### config.mk
export PLATFORM = sky130hd
export DESIGN_NAME = mvm_accumulator
export DESIGN_NICKNAME = d
export VERILOG_FILES = /design/src/rtl/mvm_accumulator.sv
export SDC_FILE = /design/constraint.sdc
export NUM_CORES = 1
export LEC_CHECK = 0
export ABC_AREA = 1
export BUFFER_PORTS_ARGS = -buffer_cell sky130_fd_sc_hd__buf_2
export CAP_MARGIN = 20
export CELL_PAD_IN_SITES_DETAIL_PLACEMENT = 1
export CELL_PAD_IN_SITES_GLOBAL_PLACEMENT = 1
export CORE_ASPECT_RATIO = 1.1
export CORE_MARGIN = 2
export CORE_UTILIZATION = 39
export DETAILED_ROUTE_END_ITERATION = 12
export PLACE_DENSITY = 0.81
export SLEW_MARGIN = 0
export SYNTH_ARGS = -nofsm -noshare
export SYNTH_HDL_FRONTEND = slang
export SYNTH_SLANG_ARGS = --single-unit
### constraint.sdc
create_clock -name i_clk_acc -period 3.4 [get_ports i_clk_acc]
set_input_delay 0.17 -clock i_clk_acc [delete_from_list [all_inputs] [get_ports i_clk_acc]]
set_output_delay 0.17 -clock i_clk_acc [all_outputs]
set_load 0.02 [all_outputs]
### src/rtl/mvm_accumulator.sv
// Accumulates NUM_TILES lane captures from the stochastic MVM, then shifts, optionally ReLUs
// and saturates the sums into an output vector offered on a valid/ready handshake.
module mvm_accumulator #(
  parameter int LANES     = 4,
  parameter int IN_W      = 4,
  parameter int ACC_W     = 8,
  parameter int OUT_W     = 4,
  parameter int NUM_TILES = 4,
  parameter int SHIFT     = 1,
  parameter int RELU      = 1
) (
  input  logic                                i_clk_acc,
  input  logic                                i_rst_n_acc,
  input  logic                                i_ismvm,
  input  logic [LANES-1:0][IN_W-1:0]          i_wx_result,
  input  logic                                i_clear,
  input  logic                                i_ready,
  output logic                                o_valid,
  output logic [LANES-1:0][OUT_W-1:0]         o_y,
  output logic [$clog2(NUM_TILES+1)-1:0]      o_tile_cnt,
  output logic                                o_overrun
);

  localparam int CNT_W = $clog2(NUM_TILES+1);

  typedef enum logic [1:0] {IDLE, ACCUM, OUT} state_t;

  state_t                   state;
  logic                     ismvm_q;
  logic signed [ACC_W-1:0]  acc      [LANES];
  logic signed [ACC_W-1:0]  in_ext   [LANES];
  logic signed [ACC_W-1:0]  acc_base [LANES];
  logic signed [ACC_W-1:0]  acc_sum  [LANES];
  logic [OUT_W-1:0]         y_next   [LANES];
  logic                     cap;
  logic                     xfer;
  logic                     fresh;
  logic                     take;
  logic                     last_tile;

  // Sum is one bit wider than the accumulator; differing top bits mean overflow.
  function automatic logic signed [ACC_W-1:0] sat_acc(input logic [ACC_W:0] s);
    logic signed [ACC_W-1:0] r;
    if (s[ACC_W] != s[ACC_W-1])
      r = s[ACC_W] ? {1'b1, {(ACC_W-1){1'b0}}} : {1'b0, {(ACC_W-1){1'b1}}};
    else
      r = s[ACC_W-1:0];
    return r;
  endfunction

  function automatic logic [OUT_W-1:0] shape_out(input logic signed [ACC_W-1:0] a);
    logic signed [ACC_W-1:0] sh;
    logic [ACC_W-OUT_W:0]    top;
    logic [OUT_W-1:0]        r;
    sh  = a >>> SHIFT;
    top = sh[ACC_W-1:OUT_W-1];
    if ((&top) || !(|top))
      r = sh[OUT_W-1:0];
    else
      r = top[ACC_W-OUT_W] ? {1'b1, {(OUT_W-1){1'b0}}} : {1'b0, {(OUT_W-1){1'b1}}};
    if ((RELU != 0) && r[OUT_W-1])
      r = '0;
    return r;
  endfunction

  // Capture happens on the falling edge of the MVM busy flag; results are still valid then.
  always_comb begin
    cap       = ismvm_q & ~i_ismvm;
    xfer      = o_valid & i_ready;
    fresh     = (state != ACCUM) | i_clear;
    take      = cap & ((state != OUT) | xfer);
    last_tile = fresh ? (NUM_TILES == 1) : ((int'(o_tile_cnt) + 1) == NUM_TILES);
    for (int l = 0; l < LANES; l++) begin
      in_ext[l]   = ACC_W'($signed(i_wx_result[l]));
      acc_base[l] = fresh ? '0 : acc[l];
      acc_sum[l]  = sat_acc({acc_base[l][ACC_W-1], acc_base[l]} + {in_ext[l][ACC_W-1], in_ext[l]});
      y_next[l]   = shape_out(acc_sum[l]);
    end
  end

  always_ff @(posedge i_clk_acc or negedge i_rst_n_acc) begin
    if (!i_rst_n_acc) begin
      state      <= IDLE;
      ismvm_q    <= 1'b0;
      o_valid    <= 1'b0;
      o_y        <= '0;
      o_tile_cnt <= '0;
      o_overrun  <= 1'b0;
      for (int l = 0; l < LANES; l++) acc[l] <= '0;
    end else begin
      ismvm_q <= i_ismvm;
      if (take) begin
        if (last_tile) begin
          for (int l = 0; l < LANES; l++) begin
            o_y[l] <= y_next[l];
            acc[l] <= '0;
          end
          o_tile_cnt <= '0;
          o_valid    <= 1'b1;
          state      <= OUT;
        end else begin
          for (int l = 0; l < LANES; l++) acc[l] <= acc_sum[l];
          o_tile_cnt <= fresh ? CNT_W'(1) : o_tile_cnt + CNT_W'(1);
          o_valid    <= 1'b0;
          state      <= ACCUM;
        end
      end else if (xfer || (i_clear && (state != OUT))) begin
        for (int l = 0; l < LANES; l++) acc[l] <= '0;
        o_tile_cnt <= '0;
        o_valid    <= 1'b0;
        state      <= IDLE;
      end
      // A capture arriving while a finished vector is still waiting is lost.
      if (cap && (state == OUT) && !xfer)
        o_overrun <= 1'b1;
    end
  end

endmodule

Word-level counts from Yosys, hierarchy flattened

Cells that the tools add are included.

Add/sub/neg operators: 6
Eq/ne operators: 8
Multiplexer cells: 38
Bitwise logic cells: 6
Reductions and logical operators: 23

Operator list:

| cell                                           | number |
|---|---|
| 2-to-1 mux 32 bit                              | 3 |
| 2-to-1 mux 8 bit                               | 12 |
| adder 8 x 4 -> 9 bit                           | 4 |
| 2-to-1 mux 4 bit                               | 8 |
| 2-to-1 mux 3 bit                               | 8 |
| AND reduction 4 bit                            | 4 |
| OR reduction 4 bit                             | 4 |
| 2-to-1 mux 2 bit                               | 3 |
| logical NOT 1 bit                              | 5 |
| logical OR 1 bit                               | 5 |
| adder 3 x 1 -> 4 bit (second input constant)   | 1 |
| == test 4 x 3 -> 1 bit (second input constant) | 1 |
| 2-to-1 mux 1 bit                               | 4 |
| != test 1 bit                                  | 4 |
| adder 3 x 1 -> 3 bit (second input constant)   | 1 |
| bitwise AND 1 bit                              | 3 |
| logical AND 1 bit                              | 3 |
| == test 2 bit (second input constant)          | 1 |
| != test 2 x 1 -> 1 bit (second input constant) | 1 |
| != test 2 bit (second input constant)          | 1 |
| bitwise OR 1 bit                               | 2 |
| AND reduction 2 bit                            | 1 |
| nonzero test 2 bit                             | 1 |
| inverter 1 bit                                 | 1 |

Register bits: 56
Output and inout port bits: 21
Logic and storage cells: 94

Longest topological paths before layout

Depth after elaboration: 11
Depth in mapped cells: 24
Depth with buffers taken out: 23

Worst setup path after synthesis

Ideal clock, no wire load.

Kind: reg2reg
Start point: register o_valid
End point: register o_y[9] in the netlist's numbering
Setup time: 116 ps
Arrival: 3197 ps
Required time: 3284 ps
Path slack: 86 ps
Stages on the path, launching flop included: 22
Clock period less this slack: 3314 ps
Cell sequence: dfrtp_1 nor3_2 inv_2 clkbuf_1 nor2_1 ha_1 a21o_1 nand2_1 nand3_1 a21oi_1 o21ai_0 xor2_1 inv_1 ha_1 nand3_1 nand2_1 nor2_1 nand3_1 nand2_1 nand2_1 nand2_1 nand2_1

Longest elaborated chain between the ends: 4

RTL lines:

| item                                 | RTL line | RTL |
|---|---|---|
| start, declared                      | 18       | `output logic o_valid,` |
| start signal, assigned               | 85       | `o_valid <= 1'b0;` |
| start signal, assigned               | 99       | `o_valid <= 1'b1;` |
| start signal, assigned               | 104      | `o_valid <= 1'b0;` |
| bitwise AND 1 bit                    | 69       | `xfer = o_valid & i_ready;` |
| bitwise OR 1 bit                     | 71       | `take = cap & ((state != OUT) \| xfer);` |
| bitwise AND 1 bit                    | 71       |  |
| AND reduction 2 bit (no source line) | -        |  |
| end signal, assigned by index        | 95       | `o_y[l] <= y_next[l];` |
| end, declared                        | 19       | `output logic [LANES-1:0][OUT_W-1:0] o_y,` |

No other way between the ends.
A chain may end at the register's enable or synchronous reset.

Final worst setup path

Start point: register state[0]
End point: register o_y[10] in the netlist's numbering

Longest elaborated chain between the ends: 11

RTL lines:

| item                                                     | RTL line | RTL |
|---|---|---|
| start, declared                                          | 28       | `state_t state;` |
| start signal, assigned                                   | 83       | `state <= IDLE;` |
| start signal, assigned                                   | 100      | `state <= OUT;` |
| start signal, assigned                                   | 105      | `state <= ACCUM;` |
| != test 2 x 1 -> 1 bit                                   | 70       | `fresh = (state != ACCUM) \| i_clear;` |
| bitwise OR 1 bit                                         | 70       |  |
| 2-to-1 mux 8 bit                                         | 75       | `acc_base[l] = fresh ? '0 : acc[l];` |
| adder 8 x 4 -> 9 bit                                     | 76       | `acc_sum[l] = sat_acc({acc_base[l][ACC_W-1], acc_base[l]} + {in_ext[l][ACC_W-1], in_ext[l]});` |
| 2-to-1 mux 8 bit / != test 1 bit (equally long branches) | 45, 44   |  |
| 2-to-1 mux 8 bit                                         | 44       | `if (s[ACC_W] != s[ACC_W-1])` |
| OR reduction 4 bit                                       | 57       | `if ((&top) \|\| !(\|top))` |
| logical NOT 1 bit                                        | 57       |  |
| logical OR 1 bit                                         | 57       |  |
| 2-to-1 mux 4 bit                                         | 57       |  |
| 2-to-1 mux 3 bit                                         | 61       | `if ((RELU != 0) && r[OUT_W-1])` |

Several ways; a longest one is shown, not always the timed one.

==> flow_summary.ini <==
[detailed_routing]
drtPass1Iterations = 4
wire_per_inst_um = 16.0
drtAntennaViolNets = 0
remaining_drc_errors = 0
routed_via_density = 5.20
dr_total_vias = 4227
wirelength_mm = 13.0
drt_iter0_markers = 94

[logic_synthesis]
synth-seq-area-share = 0.307
yosys_warnings = 0
synth.avg_cell_area_um2 = 7.05
ys_seq_elements = 51
synthFlopType = dfrtp_1
synthXorXnorAreaFrac = 0.0232
yosys-top-cells-area = dfrtp_1, nand2_1, ha_1
synthAdderAreaFrac = 0.137
yosys.area_share.simple = 0.283
synth_top_family_by_area = simple AND/OR/NAND/NOR gates
synth-edff-count = 0
synthArstFlopShare = 1.00
ys_types = 40
yosysTopAreaCell = dfrtp_1
synth.top_cell.area_share = 0.307
synthCells = 589
synth_area_um2 = 4150
synth_compound_area_frac = 0.130
synth.area.mux_share = 0

[cts]
clk_latency_ns = 0.29
clkTransAtPathRegs_ns = 0.07
cts_max_level = 2
cts_tree = built
clockBufferDepth = 2
cts_buffers = 5
clock-root-buffer = clkbuf_16
clock_sinks = 51

[place]
routabilityCongestion = 0.885
post-place-ws_ns = -0.134
dpl.cell_count = 784
portBuffers = 37
dp_hpwl_mm = 9.06

[floorplanning]
die_w_um = 102
die_h_um = 112
ios = 42
die-area_um2 = 11500
core_area_um2 = 10400
num_rows = 39
start_util = 0.400

[timing]
rsz0062_at_grt = yes
period_needed_ns = 3.52
whs_ns = 0.0389
finalSetupViolCount = 9
finalWorstSetupSlack_ns = -0.117
relSlewSlack = 0.552
fin_crit_sh = 1.03
max_freq_mhz = 284
slew_viol_final = 0
setup-tns-final_ns = -0.635
tightest_slew_ns = 0.673
fin_worst_skew_ns = 0.00891
hold_viol = 0

[pwr]
comb_power_share = 0.382
pwr-share-seq = 0.352
p_sw_w = 0.000717
p_int_w = 0.00125
p_per_area_nw_per_um2 = 371
pwr-share-clk = 0.266
ir_drop_v = 0.000218
swShare = 0.365
p_leak_nw = 2.85

[final_layout]
drive_above_1_share = 0.272
utilization = 0.509
nets = 733
syn_to_final_growth_pct = 27.5
antenna_cells = 0
fin_cells = 813

[setup_path]
critical_path.max_fanout = 5
cp-end-kind = register
arrival_ns = 3.70
cp.required_ns = 3.59
worstSetupStartpointType = register
path_class = register to register

[grt]
grt_max_degree = 29
grtUsageTotal = 0.213
first_global_vias = 4321
grt_overflow_total = 0
grt_pass1_wl_mm = 19.8
antenna_found_initial = 0

[run]
maxCapViolations = 0

[run_status]
status = finished, violations left
violations = negative setup slack

[min_path]
min_path_type = primary input to register
==> kinds of logic after synthesis <==
family,after synthesis
buffers and inverters,122
DFF,51
and+or+nand+nor,272
other,1
AOI/OAI and AO/OA,89
xor gates and xnor gates,11
adders and majority gates,43
==> power by group through the flow <==
stage / logic [W] / registers [W] / clock network (W)
final: 0.000750 / 0.000692 / 0.000522
after global routing: 0.000830 / 0.000698 / 0.000560
after CTS: 0.000612 / 0.000691 / 0.000529
after detailed placement: 0.000599 / 0.000702 / 0
after global placement: 0.000570 / 0.000699 / 0
after floorplan: 0.000389 / 0.000710 / 0
==> Yosys cell counts (2+ instances only) <==
master and count:
fa_1 4, nand2_1 155, nor2_1 54, ha_1 39, a31oi_1 4, nand3_1 28, o21ai_0 22, o21bai_1 3
nand2_2 7, nor3_1 3, dfrtp_1 51, o22ai_1 26, nand3b_1 6, buf_4 6, o21ai_1 3, a21oi_1 17
o211ai_1 5, inv_1 105, xor2_1 7, a21o_1 3, nand4_1 9, nor2_4 2, xnor2_1 4, buf_6 2
nand3_2 2, clkbuf_1 5, nor3_2 2, inv_2 3
==> through the flow <==
stage          instance area (µm²)  power (W)
3_3_place_gp                  4630    0.00127
5_1_grt                       5300    0.00209
4_1_cts                       4820    0.00183
3_5_place_dp                  4630    0.00130
6_report                      5300    0.00196
2_1_floorplan                 4170    0.00110
==> layout make-up <==
type | instances | area, µm²
Tap cell | 143 | 179
Fill cell | 1337 | 5100
Inverter | 108 | 410
Sequential cell | 51 | 1280
Clock buffer | 7 | 143
Multi-Input combinational cell | 419 | 2730
Timing Repair inverter | 2 | 12.5
Timing Repair Buffer | 82 | 533
Clock inverter | 1 | 8.76
==> layer usage <==
metal / GRT usage / share of wire / wire (µm)
met1: 0.273 / 0.42 / 5530
met2: 0.373 / 0.52 / 6800
met3: 0.0299 / 0.030 / 395
met4: 0.0551 / 0.023 / 296
met5: 0 / 0 / 0
==> what timing repair did <==
item	CTS	global route
hold buffers	1	0
cloned	0	2
pin swaps	1	36
hold endpoints to repair	27	0
gates resized for setup	6	89
endpoints found under the setup margin	13	27
setup buffers	1	17
==> sequential cells by signal, indices dropped and copies added, names as in the netlist <==
signal / cells
o_valid: 1
o_y: 12
o_tile_cnt: 3
o_overrun: 1
acc: 32
state: 1
ismvm_q: 1
==> path summary, 6_finish.rpt <==
kind                           end  slack (ns)         from  cells after the start
max                        o_y[10]       -0.12     state[0]                     22
min                        ismvm_q        0.04      i_ismvm                      1
max reg2reg                o_y[10]       -0.12     state[0]                     22
min reg2reg                 o_y[1]        0.48       o_y[1]                      2
max in group asynchronous  acc[28]        2.16  i_rst_n_acc                      3
min in group asynchronous  acc[13]        0.45  i_rst_n_acc                      2
==> worst max-delay path, cell delays in order (launching register included) <==
cell and delay, ns:
dfrtp_1 0.37, inv_2 0.06, nor3_4 0.33, buf_6 0.16, inv_4 0.05, nor2_2 0.16, ha_4 0.24, nand2_1 0.06
inv_1 0.06, nand4_1 0.13, nand3_2 0.11, a21oi_2 0.13, o21ai_1 0.07, xor2_1 0.22, inv_1 0.11, ha_4 0.31
nand3_2 0.14, a21oi_1 0.24, nand3_1 0.16, nand2_2 0.12, nand2_1 0.06, nand2_1 0.06, nand2_1 0.05
==> placed cells by master (no fill, tap or decap), drive strengths merged, types with 2 or more instances in the layout <==
cell,synthesis,final
a21o,3,3
a21oi,19,19
a31oi,4,4
buf,9,81
clkbuf,5,7
clkinv,0,2
conb,1,4
dfrtp,51,51
fa,4,4
ha,39,39
inv,108,109
nand2,162,162
nand3,30,30
nand3b,6,6
nand4,9,9
nor2,57,57
nor3,5,5
o211ai,5,5
o21ai,26,26
o21bai,3,3
o22ai,26,26
or2,2,2
xnor2,4,4
xor2,7,7
Power figures use the tool's default switching activity.
